### config.mk
export PLATFORM = sky130hd
export DESIGN_NAME = uart_rx_os
export DESIGN_NICKNAME = d
export VERILOG_FILES = /design/src/rtl/uart_rx_os.sv
export SDC_FILE = /design/constraint.sdc
export NUM_CORES = 1
export LEC_CHECK = 0
export BUFFER_PORTS_ARGS = -buffer_cell sky130_fd_sc_hd__buf_4
export CORE_MARGIN = 1.5
export CORE_UTILIZATION = 35
export CTS_CLUSTER_SIZE = 24
export DETAILED_ROUTE_END_ITERATION = 12
export MAX_ROUTING_LAYER = met4
export PLACE_DENSITY_LB_ADDON = 0.05
export SYNTH_ARGS = -nofsm -noshare
export SYNTH_HDL_FRONTEND = slang
export SYNTH_SLANG_ARGS = --single-unit
### constraint.sdc
create_clock -name clk -period 3.22 [get_ports clk]
set_input_delay 0.805 -clock clk [delete_from_list [all_inputs] [get_ports clk]]
set_output_delay 0.805 -clock clk [all_outputs]
set_load 0.005 [all_outputs]
### src/rtl/uart_rx_os.sv
// Oversampling UART receiver: 1 start, DATA_BITS data (LSB first), 1 stop, no parity.
// Define UART_RX_MAJORITY_EN to take data/stop bits as a 2-of-3 vote of the last three ticks.
module uart_rx_os #(
  parameter int OVERSAMPLE = 8,
  parameter int DATA_BITS  = 8
) (
  input  logic                 clk,
  input  logic                 rst,
  input  logic                 tick,
  input  logic                 rx,
  output logic [DATA_BITS-1:0] rx_data,
  output logic                 rx_done,
  output logic                 frame_err,
  output logic                 rx_busy
);

  localparam int CW = (OVERSAMPLE > 1) ? $clog2(OVERSAMPLE) : 1;
  localparam int BW = (DATA_BITS > 0) ? $clog2(DATA_BITS + 1) : 1;

  localparam logic [CW-1:0] CNT_LAST = CW'(OVERSAMPLE - 1);
  localparam logic [CW-1:0] CNT_MID  = CW'(OVERSAMPLE / 2 - 1);
  localparam logic [BW-1:0] BIT_LAST = BW'(DATA_BITS - 1);

  typedef enum logic [1:0] {IDLE, START, DATA, STOP} state_e;

  state_e               state_q, state_d;
  logic [CW-1:0]        cnt_q, cnt_d;
  logic [BW-1:0]        bit_q, bit_d;
  logic [DATA_BITS-1:0] sh_q, sh_d;
  logic [DATA_BITS-1:0] data_q, data_d;
  logic                 done_q, done_d;
  logic                 ferr_q, ferr_d;
  logic                 bit_val;
  logic [DATA_BITS:0]   sh_ext;

`ifdef UART_RX_MAJORITY_EN
  localparam logic [CW-1:0] CNT_V0 = CW'(OVERSAMPLE - 3);
  localparam logic [CW-1:0] CNT_V1 = CW'(OVERSAMPLE - 2);

  logic [1:0] vote_q, vote_d;

  // the third vote is the live rx sample at the decision tick
  assign bit_val = (vote_q[0] & vote_q[1]) | (vote_q[0] & rx) | (vote_q[1] & rx);

  always_comb begin
    vote_d = vote_q;
    if (tick && (state_q == DATA || state_q == STOP)) begin
      if (cnt_q == CNT_V0) vote_d[0] = rx;
      if (cnt_q == CNT_V1) vote_d[1] = rx;
    end
  end

  always_ff @(posedge clk or negedge rst) begin
    if (!rst) vote_q <= '0;
    else      vote_q <= vote_d;
  end
`else
  assign bit_val = rx;
`endif

  assign sh_ext = {bit_val, sh_q};

  always_comb begin
    state_d = state_q;
    cnt_d   = cnt_q;
    bit_d   = bit_q;
    sh_d    = sh_q;
    data_d  = data_q;
    done_d  = 1'b0;
    ferr_d  = 1'b0;
    if (tick) begin
      case (state_q)
        IDLE: begin
          if (!rx) begin
            state_d = START;
            cnt_d   = '0;
          end
        end
        START: begin
          // single mid-start sample rejects short glitches
          if (cnt_q == CNT_MID) begin
            if (!rx) begin
              state_d = DATA;
              cnt_d   = '0;
              bit_d   = '0;
            end else begin
              state_d = IDLE;
            end
          end else begin
            cnt_d = cnt_q + 1'b1;
          end
        end
        DATA: begin
          if (cnt_q == CNT_LAST) begin
            cnt_d = '0;
            sh_d  = sh_ext[DATA_BITS:1];
            bit_d = bit_q + 1'b1;
            if (bit_q == BIT_LAST) state_d = STOP;
          end else begin
            cnt_d = cnt_q + 1'b1;
          end
        end
        STOP: begin
          // leaving at mid-stop keeps half a bit of margin for a following start edge
          if (cnt_q == CNT_LAST) begin
            if (bit_val) begin
              data_d = sh_q;
              done_d = 1'b1;
            end else begin
              ferr_d = 1'b1;
            end
            state_d = IDLE;
            cnt_d   = '0;
          end else begin
            cnt_d = cnt_q + 1'b1;
          end
        end
        default: state_d = IDLE;
      endcase
    end
  end

  always_ff @(posedge clk or negedge rst) begin
    if (!rst) begin
      state_q <= IDLE;
      cnt_q   <= '0;
      bit_q   <= '0;
      sh_q    <= '0;
      data_q  <= '0;
      done_q  <= 1'b0;
      ferr_q  <= 1'b0;
    end else begin
      state_q <= state_d;
      cnt_q   <= cnt_d;
      bit_q   <= bit_d;
      sh_q    <= sh_d;
      data_q  <= data_d;
      done_q  <= done_d;
      ferr_q  <= ferr_d;
    end
  end

  assign rx_data   = data_q;
  assign rx_done   = done_q;
  assign frame_err = ferr_q;
  assign rx_busy   = (state_q != IDLE);

endmodule

After elaboration in Yosys (flattened, before gate mapping)
Cells that the tools add are included.

word-level totals
  bits in registers = 27
  input port bits = 4
  output and inout port bits = 11
  logic and storage cells = 52

operators by class
  $add $sub $neg = 2
  eq/ne operators = 12
  mux-type cells = 23
  reduce and logical (&&, ||, !) cells = 8

operators with widths
  operator             count
  $mux 2               6
  $mux 4               3
  $ne 2x2->1 const B   6
  $mux 3               3
  $pmux 3 s3           1
  $mux 1               8
  $pmux 2 s4           1
  $pmux 4 s2           1
  $reduce_and 6->1     1
  $reduce_and 5->1     1
  $add 4x1->4 const B  1
  $eq 2x2->1 const B   2
  $eq 4x3->1 const B   1
  $reduce_and 4->1     1
  $reduce_bool 2->1    2
  $add 3x1->3 const B  1
  $eq 3x2->1 const B   1
  $eq 3x3->1 const B   1
  $reduce_and 3->1     1
  $eq 2x1->1 const B   1
  $logic_not 2->1      1
  $reduce_or 2->1      1

Longest topological paths before layout
Gate-level depths: netlist (run 1).

  depth after elaboration = 4
  gate-level depth with buffers = 5
  gate-level depth less buffers = 5

Least setup slack after synthesis (run 1)
Ideal clock, no wire load.

  path kind = register to output
  from = reg with a tool-made name
  to = out rx_busy
  arrival time = 940 ps
  data required time = 2,415 ps
  slack = 1,475 ps
  stages on the path, launching flop included = 4
  buffers on the path = 2
  path through = dfrtp_1 > buf_2 > buf_2 > or2_2

RTL lines
  what       line  RTL
  to (decl)  14    output logic rx_busy

==> results.md, run 1 <==
- Final Skew: 0.00564 ns
- Crit path arrival time: 1.38 ns
- CP Class: reg2out
- Unrepaired setup endpoints after global routing: no
- Seq cells post-synth: 27
- Post-synth EDFFs: 0
- Yosys top cell by area: dfrtp_1
- Crit path max fanout: 17
- Slew HR: 62.3%
- HP Class: in2async
- Clock Power Share: 23.1%
- Syn Nets: 116
- Die width: 63.7 µm
- Site row count: 21
- Post-synth top area share: 52.3%
- Sw Pwr: 285 µW
- DRT antenna net count: 0
- Startpoint types: flop
- Max_cap viols: 0
- Max Slew Vio Count: 0
- Post-DR vias/cell: 4.87
- Inserted Clock Buffers: 3
- CTS Hold Bufs: 0
- Delay-heaviest family, CP: flip-flops
- Most common cell after layout, fill and taps aside: dfrtp_1
- Port Buffers: 14
- Leakage: 0.000747 µW
- Root buf cell: clkbuf_8
- Diodes inserted: 0
- Critical path required time: 2.41 ns
- Area delta synth->final: 14.3%
- Status: completed
- Largest net degree at the start of global routing: 28
- FMAX: 457 MHz
- Initial antenna violation count: 0
- Unique masters post-synth: 30
- Gate Count Post-Synth: 107
- CP max stage cell: dfrtp_1
- First-pass GRT wire length: 3.90 mm
- Power Dens Cells: 588 nW/µm²
- Final hold vios: 0
- Die H: 63.7 µm
- Critical path endpoint category: primary output
- Sequential power share: 52.4%
- Final WS setup: 1.03 ns
- Area contributors post-synth: dfrtp_1 52%, mux2_2 15%, ha_1 4.8%
- 1st-pass router iterations: 2
- Main synth FF type: dfrtp_1
- Async SR Flop Fraction: 100%
- Worst-Skew Late Latency: 0.27 ns
- Worst-Margin Slew: 0.565 ns
- Final GP Congestion: 0.729
- Layout fillers: 334
- Vias: 814
- CTS tree: yes
- DRC viols: 0
- # H-tree levels: 1
- Sequential cell area fraction in the yosys report: 52.3%
- Layout cells sized above 1: 32.2%
- Buf/Inv on CP: 1
- Clock transition at path regs: 0.10 ns
- Detail Placement HPWL: 1.50 mm
- Warnings, synthesis: 0
- Core area: 3440 µm²
- Part of the cycle the worst path needs: 67.9%
- Drt initial violations: 13
- DR WL/cell: 13.1 µm
- Commonest cells after routing, fill and taps aside: 27 x dfrtp_1, 17 x mux2_2, 14 x buf_4, 9 x nand2_1
- Vias in the first global route: 827
- Minimum clock period: 2.19 ns
- Dpl cells: 163
- I/O Pins: 15
- Internal: 582 µW
- Fin nets: 131
- Largest stage delay, worst path: 0.60 ns
- VDD IR max: 204 µV
- Total gr overflow: 0
- Synth Area per Inst: 12.1 µm²
- Comb power frac: 24.5%
- Clock tree sinks: 27
- Dpl ws: 1.31 ns
- Post-CTS Resized: 0
- Non-Filler Instances: 167
- Final Setup Violations: 0
- CTS Buffer Depth: 2
- # Post-CTS Setup Buffers: 0
- Tot GR Track Use: 12.3%
- Cell Area, Synth: 1290 µm²
- Sw Share: 32.9%
- Worst-path cell chain: or2_2, buf_4
- Die area: 4060 µm²
- WL final: 2.19 mm
- Initial Util: 37.5%
- Setup TNS: 0 ns
-- layout make-up --
cell class / instances / area (µm²) / share of cell area [%]
Clock buffer: 3 / 41.3 / 2.80
Sequential cell: 27 / 676 / 45.8
Timing Repair Buffer: 14 / 105 / 7.12
Tap cell: 46 / 57.6 / 3.90
Multi-Input combinational cell: 71 / 571 / 38.6
Clock inverter: 1 / 7.51 / 0.508
Inverter: 5 / 18.8 / 1.27
-- cells by family after synthesis --
logic type | share of synthesized area (%)
flip-flops | 52.3
buffers and inverters | 3.49
multiplexers | 15.6
AND/OR/NAND/NOR | 15.2
AO/OA/AOI/OAI | 8.53
adder cells (fa/ha/maj) | 4.84
-- path summary, 6_finish.rpt --
kind                       cells after the start         end        from  slack (ns)
setup / recovery                               2     rx_busy        flop        1.03
hold / removal                                 1    cnt_q[0]         rst        0.43
setup reg to reg                               3  rx_data[6]        flop        1.48
hold reg to reg                                1  rx_data[0]  rx_data[0]        0.52
max in group asynchronous                      1     sh_q[5]         rst        2.53
min in group clk                               1  rx_data[0]  rx_data[0]        0.52
-- per-stage QoR --
step	hold WS [ns]	power [µW]	util, %	instance area, µm²
after floorplan	0.462	633	-	1290
after global placement	0.489	672	41.5	1430
after detailed placement	0.493	676	41.5	1430
after CTS	0.440	879	42.9	1480
after global routing	0.449	930	42.9	1480
final	0.426	867	42.9	1480
-- registers in the layout, indices dropped and copies added, names as in the netlist, named ones only --
register / cells
frame_err: 1
cnt_q: 3
rx_done: 1
state_q: 1
rx_data: 8
sh_q: 8
bit_q: 4
-- power groups by stage --
stage / registers, µW / clock network [µW] / logic [µW]
floorplan: 411 / 0 / 222
global placement: 459 / 0 / 214
detailed placement: 459 / 0 / 217
CTS: 453 / 208 / 217
global route: 463 / 221 / 246
finish: 455 / 200 / 213
-- layer usage --
layer | wire length (µm) | part of all wire, % | global-route usage [%]
met5 | 0 | 0 | -
met4 | 19 | 0.87 | 4.08
met3 | 59 | 2.7 | 2.11
met2 | 982 | 45 | 18.4
met1 | 1130 | 52 | 17.1
-- cells in the mapped netlist, drive strengths merged (2+ instances only) --
cell type,count
a21oi,3
buf,4
dfrtp,27
ha,5
inv,5
mux2,17
nand2,9
nand2b,5
nand3,3
nand4b,2
nor2,3
nor2b,2
nor3,2
o21ai,5
o22ai,3
-- worst reg2reg max path, stage by stage (launching register included) --
cell and delay, ns:
dfrtp_1 0.71, nand3_1 0.25, nor2_4 0.29, mux2_2 0.38
No activity file was read; power rests on OpenSTA's default activity.
==> run 2: changes to the inputs <==
--- a/config.mk
+++ b/config.mk
@@ -5,6 +5,7 @@
 export SDC_FILE = /design/constraint.sdc
 export NUM_CORES = 1
 export LEC_CHECK = 0
+export ABC_AREA = 1
 export BUFFER_PORTS_ARGS = -buffer_cell sky130_fd_sc_hd__buf_4
 export CORE_MARGIN = 1.5
 export CORE_UTILIZATION = 35
==> constraint.sdc (replaced) <==
create_clock -name clk -period 1.8 [get_ports clk]
set_input_delay 0.45 -clock clk [delete_from_list [all_inputs] [get_ports clk]]
set_output_delay 0.45 -clock clk [all_outputs]
set_load 0.005 [all_outputs]
==> run 2 against run 1 <==
Critical path depth grew 1. Sequential power grew 76%. Sequential share of layout area shrank 0.46 points. Cell count grew 28%. Via count grew 20%. Register-to-register slack lost 1.2 ns. Wire length grew 11%. Core utilization grew 0.44 points. Largest power group unchanged.
==> results.md, run 2 <==
- Status: completed
- Top post-synthesis cells by count: 43 x nand2_1, 27 x dfrtp_1, 17 x inv_1, 11 x nand3_1, 11 x nor2_1
- First-pass GRT wire length: 4.35 mm
- Largest stage delay, worst path: 0.53 ns
- Unrepaired setup endpoints after global routing: no
- Worst-path cell chain: nor2_1, inv_1, buf_4
- VDD IR max: 518 µV
- Seq cells post-synth: 27
- Main synth FF type: dfrtp_1
- Final Setup Violations: 0
- Worst flop-to-flop path startpoint: cnt_q[0]
- I/O Pins: 15
- Core area: 3440 µm²
- Site row count: 21
- Most common cell after layout, fill and taps aside: nand2_1
- Gate Count Post-Synth: 153
- DRC viols: 0
- Initial Util: 37.8%
- CTS tree: yes
- Setup TNS: 0 ns
- Final hold vios: 0
- Startpoint types: flop
- Synth Area per Inst: 8.51 µm²
- Clock transition at path regs: 0.10 ns
- CTS Buffer Depth: 2
- Dpl ws: 0.254 ns
- Tot GR Track Use: 13.8%
- DP Area: 1440 µm²
- Largest net degree at the start of global routing: 28
- Layout fillers: 344
- Post-DR vias/cell: 4.57
- Sequential cell area fraction in the yosys report: 51.9%
- Minimum clock period: 1.64 ns
- 1st-pass router iterations: 4
- Crit path arrival time: 1.19 ns
- Fin nets: 177
- Inserted Clock Buffers: 3
- FMAX: 612 MHz
- Post-synth top area share: 51.9%
- DRT antenna net count: 0
- Buf/Inv on CP: 2
- Critical path endpoint category: primary output
- HP Class: in2async
- Vias: 974
- Post-CTS Resized: 0
- FF+latch area: 676 µm²
- Total gr overflow: 0
- Initial antenna violation count: 0
- # H-tree levels: 1
- Final Skew: 0.00554 ns
- Layout cells sized above 1: 16.2%
- Post-synth EDFFs: 0
- Detail Placement HPWL: 1.72 mm
- Count leader, synth: nand2_1
- Worst-Margin Slew: 0.395 ns
- Final GP Congestion: 0.805
- Final Util: 43.3%
- Multi-input logic area: 533 µm²
- CP Class: reg2out
- Final WS setup: 0.165 ns
- Root buf cell: clkbuf_8
- Unique masters post-synth: 22
- Diodes inserted: 0
- Finished Cell Area: 1490 µm²
- Area contributors post-synth: dfrtp_1 52%, nand2_1 12%, inv_1 4.9%
- Drt initial violations: 49
- Die width: 64.0 µm
- Yosys top cell by area: dfrtp_1
- Worst-Skew Late Latency: 0.27 ns
- Leakage: 0.000720 µW
- # Post-CTS Setup Buffers: 0
- CTS Hold Bufs: 0
- DR WL/cell: 11.4 µm
- Slew HR: 73.6%
- Power Dens Cells: 1160 nW/µm²
- Die H: 64.0 µm
- Clock tree sinks: 27
- Cell Area, Synth: 1300 µm²
- Delay-heaviest family, CP: flip-flops
- Max Slew Vio Count: 0
- Vias in the first global route: 968
- Part of the cycle the worst path needs: 90.8%
- Commonest cells after routing, fill and taps aside: 43 x nand2_1, 27 x dfrtp_1, 17 x inv_1, 14 x buf_4
- Async SR Flop Fraction: 100%
- Warnings, synthesis: 0
- CP max stage cell: dfrtp_1
- Area delta synth->final: 14.5%
- WL final: 2.42 mm
- Port Buffers: 14
- Die area: 4100 µm²
- Max_cap viols: 0
- Critical Path Start: state_q[0]
- Critical path required time: 1.35 ns
- Syn Nets: 162
- Reg2reg setup slack: 0.26 ns
- Crit path max fanout: 9
run 2: final timing paths:
path	end	depth (start not counted)
min in group clk	frame_err	2
worst min-delay path	bit_q[3]	1
worst max register to register	rx_data[6]	7
worst max-delay path	rx_busy	3
max in group asynchronous	rx_data[7]	1
worst min register to register	rx_data[0]	2
run 2: area by class of cell:
type	instances	share of cell area (%)
Clock buffer	3	2.77
Clock inverter	1	0.503
Inverter	19	4.78
Multi-Input combinational cell	103	35.7
Sequential cell	27	45.3
Tap cell	46	3.86
Timing Repair Buffer	14	7.05
run 2: power breakdown:
group | internal, µW | switching, µW
Combinational | 206 | 362
Clock | 157 | 201
Sequential | 692 | 108
run 2: layer usage:
layer	part of all wire, %	up-vias	global-route usage [%]
met3	2.9	2	2.11
met5	0	-	-
met2	45	14	22.3
met4	0.79	0	4.08
met1	52	446	17.9
li1	-	512	-
run 2: through the flow:
step / hold WS, ns / cells / power (µW)
finish: 0.0697 / 213 / 1730
global route: 0.0918 / 213 / 1880
CTS: 0.0828 / 213 / 1760
detailed placement: 0.388 / 209 / 1390
global placement: 0.388 / 209 / 1370
floorplan: 0.154 / 153 / 1250
run 2: kinds of logic (layout without fill, tap and decap cells):
kind of cell    after synthesis  after routing  synth area share [%]
buf+inv                      23             37                  7.20
flops                        27             27                  51.9
fa+ha+maj                     5              5                  4.80
simple gates                 75             75                  26.9
compound gates               22             22                  8.55
xor+xnor                      1              1                 0.673
==> run 3: changes to the inputs <==
--- a/config.mk
+++ b/config.mk
@@ -11,6 +11,7 @@
 export CORE_UTILIZATION = 35
 export CTS_CLUSTER_SIZE = 24
 export DETAILED_ROUTE_END_ITERATION = 12
+export GPL_TIMING_DRIVEN = 0
 export MAX_ROUTING_LAYER = met4
 export PLACE_DENSITY_LB_ADDON = 0.05
 export SYNTH_ARGS = -nofsm -noshare
==> run 3 against run 2 <==
Sequential share of layout area decreased by 0.60 points. Via count increased by 3.0%. Sequential power decreased by 4.4%. Critical path type is now reg2reg.
==> results.md, run 3 (synthesis gave the netlist of run 2 again) <==
- Status: completed
- DR WL/cell: 11.3 µm
- Inserted Clock Buffers: 3
- Post-DR vias/cell: 4.62
- Crit path arrival time: 1.79 ns
- Post-CTS Resized: 0
- Clock transition at path regs: 0.09 ns
- Final Setup Violations: 0
- Critical path endpoint category: flop
- Fin nets: 181
- Reg2reg setup slack: 0.17 ns
- Most common cell after layout, fill and taps aside: nand2_1
- Max_cap viols: 0
- Die area: 4100 µm²
- DRC viols: 0
- CTS Buffer Depth: 2
- Core area: 3440 µm²
- Slew HR: 77.3%
- CTS Hold Bufs: 0
- CTS tree: yes
- Tot GR Track Use: 13.9%
- # H-tree levels: 1
- Unrepaired setup endpoints after global routing: no
- Worst-Margin Slew: 0.341 ns
- Vias: 1003
- Layout fillers: 368
- Worst-Skew Late Latency: 0.27 ns
- FMAX: 613 MHz
- # Post-CTS Setup Buffers: 0
- Site row count: 21
- Root buf cell: clkbuf_8
- Worst flop-to-flop path startpoint: cnt_q[0]
- Dpl ws: 0.169 ns
- Die H: 64.0 µm
- Part of the cycle the worst path needs: 90.6%
- 1st-pass router iterations: 4
- First-pass GRT wire length: 4.34 mm
- Final GP Congestion: 0.829
- Diodes inserted: 0
- Port Buffers: 14
- Area delta synth->final: 16.0%
- Minimum clock period: 1.63 ns
- Max Slew Vio Count: 0
- Startpoint types: flop
- Final hold vios: 0
- Leakage: 0.000737 µW
- WL final: 2.45 mm
- I/O Pins: 15
- Largest net degree at the start of global routing: 28
- Clock tree sinks: 27
- Commonest cells after routing, fill and taps aside: 43 x nand2_1, 27 x dfrtp_1, 17 x inv_1, 15 x buf_4
- Total gr overflow: 0
- Power Dens Cells: 1140 nW/µm²
- Worst R2R End: rx_data[7]
- VDD IR max: 547 µV
- Crit path max fanout: 10
- Worst R2R Path Depth: 8
- DRT antenna net count: 0
- Vias in the first global route: 1007
- Final Skew: 0.00431 ns
- Critical path required time: 1.96 ns
- Finished Cell Area: 1510 µm²
- Setup TNS: 0 ns
- Die width: 64.0 µm
- Layout cells sized above 1: 18.1%
- Drt initial violations: 41
- HP Class: in2async
- DP Area: 1470 µm²
- Overall power: 1730 µW
- Final WS setup: 0.170 ns
- Initial Util: 37.8%
- Initial antenna violation count: 0
- Detail Placement HPWL: 1.85 mm
- CP Class: reg2reg
[run 3: routing by layer]
layer | wire length [µm] | vias up | part of all wire [%] | GRT usage, %
met5 | 0 | - | 0 | -
met4 | 17 | 0 | 0.69 | 3.53
met3 | 85 | 2 | 3.5 | 3.70
met2 | 1120 | 20 | 46 | 22.0
met1 | 1230 | 460 | 50 | 17.7
li1 | - | 521 | - | -
[run 3: final cells by class]
class	count	area, µm²	share of cell area (%)
buffer	4	22.5	1.49
clock buffer	3	41.3	2.73
clock inverter	1	5.00	0.331
inverter	19	71.3	4.72
multi-input combinational	103	533	35.3
sequential	27	676	44.7
tap	46	57.6	3.81
timing repair buffer	14	105	6.95
[run 3: how the worst max path moves through the flow]
stage,startpoint,end,slack (ns),depth (start not counted)
after floorplan,cnt_q[0],rx_data[6],0.38,8
after global placement,cnt_q[0],rx_data[6],0.19,8
after detailed placement,cnt_q[0],rx_data[6],0.17,8
after CTS,cnt_q[0],rx_data[7],0.14,8
after global routing,cnt_q[0],rx_data[7],0.06,8
final,cnt_q[0],rx_data[7],0.17,8
[run 3: metrics by stage]
stage | instances | util, % | hold slack (ns)
6_report | 217 | 43.9 | 0.0703
5_1_grt | 217 | 43.9 | 0.0849
4_1_cts | 217 | 43.9 | 0.0787
3_5_place_dp | 213 | 42.6 | 0.388
3_3_place_gp | 213 | 42.6 | 0.386
2_1_floorplan | 153 | - | 0.154
[run 3: power breakdown]
| group | internal (µW) | switching, µW |
|---|---|---|
| Sequential | 693 | 72.3 |
| Combinational | 221 | 399 |
| Clock | 155 | 186 |
[run 3: critical path: stages (launching register included)]
cell and delay (ns):
dfrtp_1 0.36, ha_1 0.21, ha_1 0.23, nand2_1 0.10, nor2_1 0.16, nand2_2 0.13, buf_2 0.21, nand2_1 0.07
o21ai_1 0.06
